<file path="src/rtl/add_serial_sched_if.sv">
// Bundle of the requester, response and serial-adder signals around add_serial_sched.
// The slave modport is the scheduler's view; the master modport is the surrounding logic.
interface add_serial_sched_if #(
  parameter int WIDTH = 8,
  parameter int NREQ  = 4,
  parameter int IDW   = 2
);
  logic [NREQ-1:0]       req_valid;
  logic [NREQ*WIDTH-1:0] req_a;
  logic [NREQ*WIDTH-1:0] req_b;
  logic [NREQ-1:0]       req_ready;
  logic                  rsp_valid;
  logic                  rsp_ready;
  logic [IDW-1:0]        rsp_id;
  logic [WIDTH-1:0]      rsp_sum;
  logic                  adder_en;
  logic [WIDTH-1:0]      adder_a;
  logic [WIDTH-1:0]      adder_b;
  logic [WIDTH-1:0]      adder_out;
  logic                  busy;

  modport slave (
    input  req_valid, req_a, req_b, rsp_ready, adder_out,
    output req_ready, rsp_valid, rsp_id, rsp_sum, adder_en, adder_a, adder_b, busy
  );

  modport master (
    output req_valid, req_a, req_b, rsp_ready, adder_out,
    input  req_ready, rsp_valid, rsp_id, rsp_sum, adder_en, adder_a, adder_b, busy
  );
endinterface

</file>
<file path="src/rtl/add_serial_sched.sv">
// Round-robin scheduler sharing one bit-serial adder among NREQ requesters.
// One operation in flight; operands stay stable from launch until the result is retired.
module add_serial_sched #(
  parameter int WIDTH = 8,
  parameter int NREQ  = 4,
  parameter int IDW   = 2,
  parameter int LAT   = 10
) (
  input  logic              clk,
  input  logic              rst,
  add_serial_sched_if.slave bus
);
  localparam int CW = (LAT > 2) ? $clog2(LAT) : 1;

  typedef enum logic [1:0] {IDLE = 2'd0, LAUNCH = 2'd1, WAIT = 2'd2, RESP = 2'd3} state_t;

  state_t           state_r;
  state_t           state_s;
  logic [IDW-1:0]   ptr_r;
  logic [IDW-1:0]   ptr_next_s;
  logic [IDW-1:0]   grant_s;
  logic             grant_vld_s;
  logic [NREQ-1:0]  ready_s;
  logic [WIDTH-1:0] op_a_s;
  logic [WIDTH-1:0] op_b_s;
  logic [CW-1:0]    cnt_r;
  logic             rsp_valid_r;
  logic [IDW-1:0]   rsp_id_r;
  logic [WIDTH-1:0] rsp_sum_r;
  logic [WIDTH-1:0] adder_a_r;
  logic [WIDTH-1:0] adder_b_r;

  // (base + off) mod NREQ without a divider; off never exceeds NREQ-1
  function automatic logic [IDW-1:0] wrap_add(input logic [IDW-1:0] base, input logic [IDW:0] off);
    logic [IDW:0] s;
    s = {1'b0, base} + off;
    if (s >= (IDW+1)'(NREQ)) begin
      s = s - (IDW+1)'(NREQ);
    end else begin
      s = s;
    end
    return s[IDW-1:0];
  endfunction

  // Round-robin search from ptr; descending loop leaves the nearest valid requester
  always_comb begin
    grant_s     = '0;
    grant_vld_s = 1'b0;
    for (int k = NREQ - 1; k >= 0; k--) begin
      if (bus.req_valid[wrap_add(ptr_r, (IDW+1)'(k))]) begin
        grant_s     = wrap_add(ptr_r, (IDW+1)'(k));
        grant_vld_s = 1'b1;
      end else begin
        grant_vld_s = grant_vld_s;
      end
    end
  end

  // Operand mux for the granted requester
  always_comb begin
    op_a_s = '0;
    op_b_s = '0;
    for (int i = 0; i < NREQ; i++) begin
      if (grant_s == IDW'(i)) begin
        op_a_s = bus.req_a[i*WIDTH +: WIDTH];
        op_b_s = bus.req_b[i*WIDTH +: WIDTH];
      end else begin
        op_a_s = op_a_s;
      end
    end
  end

  // One-hot acceptance strobe, only while idle
  always_comb begin
    ready_s = '0;
    if (state_r == IDLE && grant_vld_s) begin
      ready_s[grant_s] = 1'b1;
    end else begin
      ready_s = '0;
    end
  end

  // Pointer moves past the requester just served
  always_comb begin
    ptr_next_s = '0;
    if (rsp_id_r == IDW'(NREQ - 1)) begin
      ptr_next_s = '0;
    end else begin
      ptr_next_s = rsp_id_r + IDW'(1);
    end
  end

  // Next-state logic
  always_comb begin
    state_s = state_r;
    case (state_r)
      IDLE:    state_s = grant_vld_s ? LAUNCH : IDLE;
      LAUNCH:  state_s = WAIT;
      WAIT:    state_s = (cnt_r == CW'(LAT - 2)) ? RESP : WAIT;
      RESP:    state_s = bus.rsp_ready ? IDLE : RESP;
      default: state_s = IDLE;
    endcase
  end

  // State register
  always_ff @(posedge clk) begin
    if (!rst) begin
      state_r <= IDLE;
    end else begin
      state_r <= state_s;
    end
  end

  // Datapath: operand latch, latency counter, result capture and retirement
  always_ff @(posedge clk) begin
    if (!rst) begin
      ptr_r       <= '0;
      cnt_r       <= '0;
      rsp_valid_r <= 1'b0;
      rsp_id_r    <= '0;
      rsp_sum_r   <= '0;
      adder_a_r   <= '0;
      adder_b_r   <= '0;
    end else begin
      case (state_r)
        IDLE: begin
          if (grant_vld_s) begin
            adder_a_r <= op_a_s;
            adder_b_r <= op_b_s;
            rsp_id_r  <= grant_s;
          end
        end
        LAUNCH: cnt_r <= '0;
        WAIT: begin
          cnt_r <= cnt_r + CW'(1);
          if (cnt_r == CW'(LAT - 2)) begin
            rsp_sum_r   <= bus.adder_out;
            rsp_valid_r <= 1'b1;
          end
        end
        RESP: begin
          if (bus.rsp_ready) begin
            rsp_valid_r <= 1'b0;
            ptr_r       <= ptr_next_s;
          end
        end
        default: cnt_r <= '0;
      endcase
    end
  end

  assign bus.req_ready = ready_s;
  assign bus.rsp_valid = rsp_valid_r;
  assign bus.rsp_id    = rsp_id_r;
  assign bus.rsp_sum   = rsp_sum_r;
  assign bus.adder_en  = (state_r == LAUNCH);
  assign bus.adder_a   = adder_a_r;
  assign bus.adder_b   = adder_b_r;
  assign bus.busy      = (state_r != IDLE);
endmodule

</file>
<file path="src/flat_wrapper.sv">
// flat-port wrapper written by rule: the top's interface ports become plain ports
module add_serial_sched_flat 
#(
  parameter int WIDTH = 8,
  parameter int NREQ  = 4,
  parameter int IDW   = 2,
  parameter int LAT   = 10
)
  (clk, rst, bus_req_valid, bus_req_a, bus_req_b, bus_rsp_ready, bus_adder_out, bus_req_ready, bus_rsp_valid, bus_rsp_id, bus_rsp_sum, bus_adder_en, bus_adder_a, bus_adder_b, bus_busy);
  add_serial_sched_if #(.WIDTH(WIDTH), .NREQ(NREQ), .IDW(IDW)) bus_i ();
  input  logic clk;
  input  logic rst;
  input wire logic [$bits(bus_i.req_valid)-1:0] bus_req_valid;
  input wire logic [$bits(bus_i.req_a)-1:0] bus_req_a;
  input wire logic [$bits(bus_i.req_b)-1:0] bus_req_b;
  input wire logic [$bits(bus_i.rsp_ready)-1:0] bus_rsp_ready;
  input wire logic [$bits(bus_i.adder_out)-1:0] bus_adder_out;
  output wire logic [$bits(bus_i.req_ready)-1:0] bus_req_ready;
  output wire logic [$bits(bus_i.rsp_valid)-1:0] bus_rsp_valid;
  output wire logic [$bits(bus_i.rsp_id)-1:0] bus_rsp_id;
  output wire logic [$bits(bus_i.rsp_sum)-1:0] bus_rsp_sum;
  output wire logic [$bits(bus_i.adder_en)-1:0] bus_adder_en;
  output wire logic [$bits(bus_i.adder_a)-1:0] bus_adder_a;
  output wire logic [$bits(bus_i.adder_b)-1:0] bus_adder_b;
  output wire logic [$bits(bus_i.busy)-1:0] bus_busy;
  assign bus_i.req_valid = bus_req_valid;
  assign bus_i.req_a = bus_req_a;
  assign bus_i.req_b = bus_req_b;
  assign bus_i.rsp_ready = bus_rsp_ready;
  assign bus_i.adder_out = bus_adder_out;
  assign bus_req_ready = bus_i.req_ready;
  assign bus_rsp_valid = bus_i.rsp_valid;
  assign bus_rsp_id = bus_i.rsp_id;
  assign bus_rsp_sum = bus_i.rsp_sum;
  assign bus_adder_en = bus_i.adder_en;
  assign bus_adder_a = bus_i.adder_a;
  assign bus_adder_b = bus_i.adder_b;
  assign bus_busy = bus_i.busy;
  add_serial_sched #(.WIDTH(WIDTH), .NREQ(NREQ), .IDW(IDW), .LAT(LAT)) u_core (.clk(clk), .rst(rst), .bus(bus_i));
endmodule
</file>
<file path="config.mk">
export PLATFORM = sky130hd
export DESIGN_NAME = add_serial_sched_flat
export DESIGN_NICKNAME = d
export VERILOG_FILES = /design/src/rtl/add_serial_sched_if.sv /design/src/rtl/add_serial_sched.sv /design/src/flat_wrapper.sv
export SDC_FILE = /design/constraint.sdc
export NUM_CORES = 1
export LEC_CHECK = 0
export BUFFER_PORTS_ARGS = -buffer_cell sky130_fd_sc_hd__buf_2
export CORE_MARGIN = 4
export CORE_UTILIZATION = 47
export DETAILED_ROUTE_END_ITERATION = 7
export MAX_ROUTING_LAYER = met4
export PLACE_DENSITY = 0.81
export SLEW_MARGIN = 20
export SYNTH_ARGS = -nofsm -noshare
export SYNTH_HDL_FRONTEND = slang
export SYNTH_SLANG_ARGS = --single-unit
</file>
<file path="constraint.sdc">
create_clock -name clk -period 2.6 [get_ports clk]
set_input_delay 0.65 -clock clk [delete_from_list [all_inputs] [get_ports clk]]
set_output_delay 0.65 -clock clk [all_outputs]
set_load 0.005 [all_outputs]
</file>
Word-level counts from Yosys, hierarchy flattened. Cells that the tools add are included. W data, S select, Z words.

Add/sub/neg operators: 9. Reductions and logical operators: 11. Equality and inequality tests: 10. Shift operators: 0. Mux-type cells: 40. Div/mod/pow operators: 0. $mul: 0. Bitwise operators: 0. Order comparisons: 10.

Operators with widths (count): $mux W8 (8); $mux W2 (10); $lt A2 B3 Y1 const B (5); $mux W1 (13); $eq A2 B2 Y1 const B (5); $ge A3 B3 Y1 const B (3); $bmux W1 S2 (4); $pmux W2 S4 (1); $pmux W4 S2 (1); $sub A2 B1 Y2 const B (4); $add A2 B2 Y3 const B (2); $reduce_and A2 Y1 (3); $reduce_bool A2 Y1 (3); $add A4 B1 Y4 const B (1); $eq A2 B1 Y1 const B (2); $eq A4 B4 Y1 const B (1); $logic_not A2 Y1 (2); $mux W4 (1); $add A2 B1 Y3 const B (1); $ge A2 B3 Y1 const B (1); $reduce_and A3 Y1 (1); $add A2 B1 Y2 const B (1); $demux W1 S2 (1); $ge A2 B1 Y1 const B (1); 4 further kinds (5).

Output and inout bits: 33. Bits in latches: 0. ROM bits: 0. Logic and storage cells: 88. Memory bits (writable): 0. Input port bits: 79. Memories kept: 0. Register bits after elaboration: 35.

Logic depth before layout (Yosys ltp).
Depth after elaboration: 14. Mapped depth: 9. Gate-level depth less buffers: 7.

Worst setup path after synthesis. No wires, ideal clock.

Path kind: in2out. Start: input bus_req_valid[2]. End: output bus_req_ready[1]. Arrival: 1.837 ns. Buffers on the path: 1. Stages on the path: 6. Required time: 1.950 ns. Path slack: 0.113 ns. Cells stage by stage: nor2b_1 or4b_4 buf_2 nand2_2 nand2_1 nor2_1.

Cells in the longest elaborated chain, start to end: 11. Elaborated cells between the ends (all ways): 23. Those cells by class: 2 x order compare; 19 x mux; 2 x reduce/logical.

Ends and longest elaborated chain: start: declaration (line flat_wrapper.sv:13) `input wire logic [$bits(bus_i.req_valid)-1:0] bus_req_valid;`; $bmux W1 S2 (line add_serial_sched.sv:50) `if (bus.req_valid[wrap_add(ptr_r, (IDW+1)'(k))]) begin`; $mux W1 (not written as such) (line add_serial_sched.sv:50); $mux W2 (4 in series) (line add_serial_sched.sv:50); $lt A2 B3 Y1 (not written as such) / $ge A2 B1 Y1 (equally long branches) (line add_serial_sched.sv:77) `ready_s[grant_s] = 1'b1;`; $logic_and A1 B1 Y1 (not written as such) (line add_serial_sched.sv:77); $mux W1 (not written as such) (line add_serial_sched.sv:77); $demux W1 S2; $mux W4 (*) (line add_serial_sched.sv:76) `if (state_r == IDLE && grant_vld_s) begin`; end: declaration (line flat_wrapper.sv:18) `output wire logic [$bits(bus_i.req_ready)-1:0] bus_req_ready;`.

Mark *: on every way between the ends. The rest lies on a longest branch, timed or not. The select of a mux whose other input is x is not followed.

Worst setup path after layout.
Start: input bus_req_valid[2]. End: output bus_req_ready[0].

Same word-level chain as after synthesis.

==> metrics <==
status complete, no violations; Tmin final 2550 ps; sequential area share after synthesis 0.293; CTS sink cnt 35; final setup fails 0; Bufs on Longest Clock Path 2; layout cells sized above 1 0.355; part of the power in registers 0.404; drt via density between 6 and 7; CTS Buf Count 5; largest area contributor in the netlist dfxtp_1; dominant synthesized flop cell dfxtp_1; Root Driver clkbuf_8; Total Power approximately 0.0015 W; crit path DAT ~1900 ps; Avg Cell Area, Syn a little under 8 sq um; synth unique cells 39; fin util 0.656; P&R area growth vs syn 32.3%; Final Cycle Share 0.982; largest net degree at the start of global routing 34; Rel. slew slack 0.522; Initial DRC Count around 160; DR DRC count 0; Avg WL per Cell 16.4 um; clk slew on worst S/H paths around 70 ps; DIE AREA around 6300 sq um; worst skew pair latency roughly 290 ps; Int Power slightly below 0.001 W; post-cts resize count 0; r2r setup slk 600 ps; Remaining Overflow, GRT 0; fraction of registers with async set/reset 0; crit path launch type input pin; Worst VDD drop 286 uV; Slew Viols, Final 0; Synth Register Bits 35; pre-CTS WS -0.421 ps; Routed Antenna Nets 0; Logic pwr share 0.338; Total Routed Length about 8000 um; Hold Path Depth 2; Worst Clk Skew around 4.6 ps; HP Start u_core.bus.rsp_sum[1]; Core ar. about 4800 sq um; worst min-delay path class reg -> reg; Vias about 2.9k; Starting Density 0.496; Die Height about 79 um; Hold Fails Final Rpt 0; post-cts hold buffer count 0; drt pass-1 iters 4; RSZ-0062 raised after global routing false; share of total power in the clock network 0.258; placer congestion estimate about 0.94; Finished Layout Cells 484; CP max FO 4; share of the synthesized area in the top cell type 0.293; io pins roughly 110; Reg2Reg Depth 9; CTS tree built; PnR worst setup slack 46.7 ps; Die X between 70 and 80 um; switching fraction of total power 0.343; # fillers approximately 440; first-pass GRT wire length 12900 um; FP Rows 25; Placed Cells 476; global-route total usage across every layer 0.258; hold endpoint u_core.bus.rsp_sum[1]; Worst Path Required between 1500 and 2000 ps; post-CTS setup buffer count 0; Reg-to-Reg Start u_core.state_r[0]; EDFF count, synth 0; CTS H-tree lvls 2; nets@finish slightly above 500; Slew @ Worst Pin a little over 700 ps; max-cap viol count 0; Cells after Synth ~310; antenna violations before repair 0; Net Sw Power a little over 0.0005 W; Pwr per Cell Area approximately 480 nW/um^2; FMAX between 300 and 400 MHz; Synth area leaders dfxtp_1 (29%), o211ai_1 (9.4%), and3_1 (7.9%); vias in the first global route between 2k and 3k; IO buf count around 110; yosys warns 0; # diodes 0; CP Class in -> out; leak pwr 1.57 nW; Final HPWL DP ~5700 um; Worst R2R End u_core.bus.adder_b[1]; Crit. End Element output port; Synth Net Count slightly below 400; mapped cell area approximately 2400 sq um
==> area by class of cell <==
| class | instances | area, sq um | area share |
|---|---|---|---|
| clock buffers | 6 | 72.6 | 0.0230 |
| multi-input cells | 241 | 1600 | 0.505 |
| repair buffers | 126 | 668 | 0.211 |
| well taps | 67 | 83.8 | 0.0265 |
| inverters | 7 | 26.3 | 0.00832 |
| flip-flops and latches | 35 | 701 | 0.222 |
| clock inverters | 2 | 12.5 | 0.00396 |
==> layer usage <==
metal | GRT usage | up-vias | wire length (um)
met5 | - | - | 0
met2 | 0.423 | 127 | 3760
met1 | 0.320 | 1376 | 3420
li1 | - | 1391 | -
met4 | 0.105 | 0 | 206
met3 | 0.0351 | 23 | 562
==> cell usage in the layout, fill, tap and decap left out, types with 2 or more instances in the layout <==
| cell | count |
|---|---|
| nor3_1 | 5 |
| a31oi_1 | 15 |
| and3_1 | 30 |
| o211ai_1 | 30 |
| a21oi_1 | 18 |
| o21ai_1 | 7 |
| inv_1 | 6 |
| buf_2 | 111 |
| nor2b_1 | 4 |
| nand3_1 | 21 |
| a41o_1 | 15 |
| nand2_1 | 25 |
| nor2_1 | 12 |
| nand2_2 | 2 |
| a21o_1 | 15 |
| mux2i_1 | 2 |
| o21ai_0 | 12 |
| buf_4 | 15 |
| clkbuf_8 | 5 |
| ha_1 | 8 |
| dfxtp_1 | 35 |
==> worst max path at each step <==
| stage | start | endpoint | slack (ps) | cells past startpoint |
|---|---|---|---|---|
| final | bus_req_valid[2] | bus_req_ready[0] | 50 | 7 |
| after global routing | bus_req_valid[2] | bus_req_ready[1] | 3 | 7 |
| after CTS | bus_req_valid[2] | bus_req_ready[0] | 30 | 7 |
| after detailed placement | bus_req_valid[0] | u_core.bus.adder_a[1] | -0.4 | 7 |
| after global placement | bus_req_valid[0] | u_core.bus.adder_a[6] | 60 | 7 |
| after floorplan | bus_req_valid[2] | bus_req_ready[1] | 110 | 6 |
==> Yosys cell counts (2+ instances only) <==
| cell | number |
|---|---|
| a21o_1 | 15 |
| a21oi_1 | 18 |
| a31oi_1 | 15 |
| a41o_1 | 15 |
| and3_1 | 30 |
| buf_2 | 3 |
| clkbuf_1 | 22 |
| dfxtp_1 | 35 |
| ha_1 | 8 |
| inv_1 | 6 |
| mux2i_1 | 2 |
| nand2_1 | 26 |
| nand3_1 | 21 |
| nor2_1 | 12 |
| nor2b_1 | 5 |
| nor3_1 | 5 |
| o211ai_1 | 30 |
| o21ai_0 | 12 |
| o21ai_1 | 8 |
| or2_1 | 2 |
==> registers in the layout, summed over array words and instances, names as in the netlist <==
signal	cells
u_core.bus.adder_a	8
u_core.bus.rsp_valid	1
u_core.bus.rsp_sum	8
u_core.bus.rsp_id	2
u_core.cnt_r	4
u_core.bus.adder_b	8
u_core.state_r	2
u_core.ptr_r	2
==> power by group through the flow <==
| stage | sequential, W | combinational, W | clock, W |
|---|---|---|---|
| floorplan | 0.000615 | 0.000289 | 0 |
| global placement | 0.000618 | 0.000488 | 0 |
| detailed placement | 0.000618 | 0.000495 | 0 |
| CTS | 0.000606 | 0.000498 | 0.000394 |
| global route | 0.000611 | 0.000557 | 0.000415 |
| finish | 0.000608 | 0.000509 | 0.000388 |
==> worst max-delay path: stages <==
cell     delay (ps)
buf_2           110
nor2b_1         140
or4b_4          550
nand2_2         120
buf_4           140
nor3_1           50
buf_2           140
==> cell families (layout without fill, tap and decap cells) <==
kind of cell	Yosys count	count (layout)	synth area share
adder cells (fa/ha/maj)	8	8	0.0419
AO/OA/AOI/OAI	119	119	0.348
multiplexers	3	3	0.0131
AND/OR/NAND/NOR	111	111	0.250
flip-flops	35	35	0.293
buffers and inverters	33	141	0.0534
==> through the flow <==
| stage | setup TNS, ps | cell area, sq um | hold slack (ps) |
|---|---|---|---|
| global placement | 0 | 3050 | 439 |
| floorplan | 0 | 2390 | 453 |
| finish | 0 | 3160 | 451 |
| CTS | 0 | 3140 | 454 |
| detailed placement | -0.421 | 3050 | 443 |
| global route | 0 | 3160 | 486 |
No activity file was read; power rests on OpenSTA's default activity.
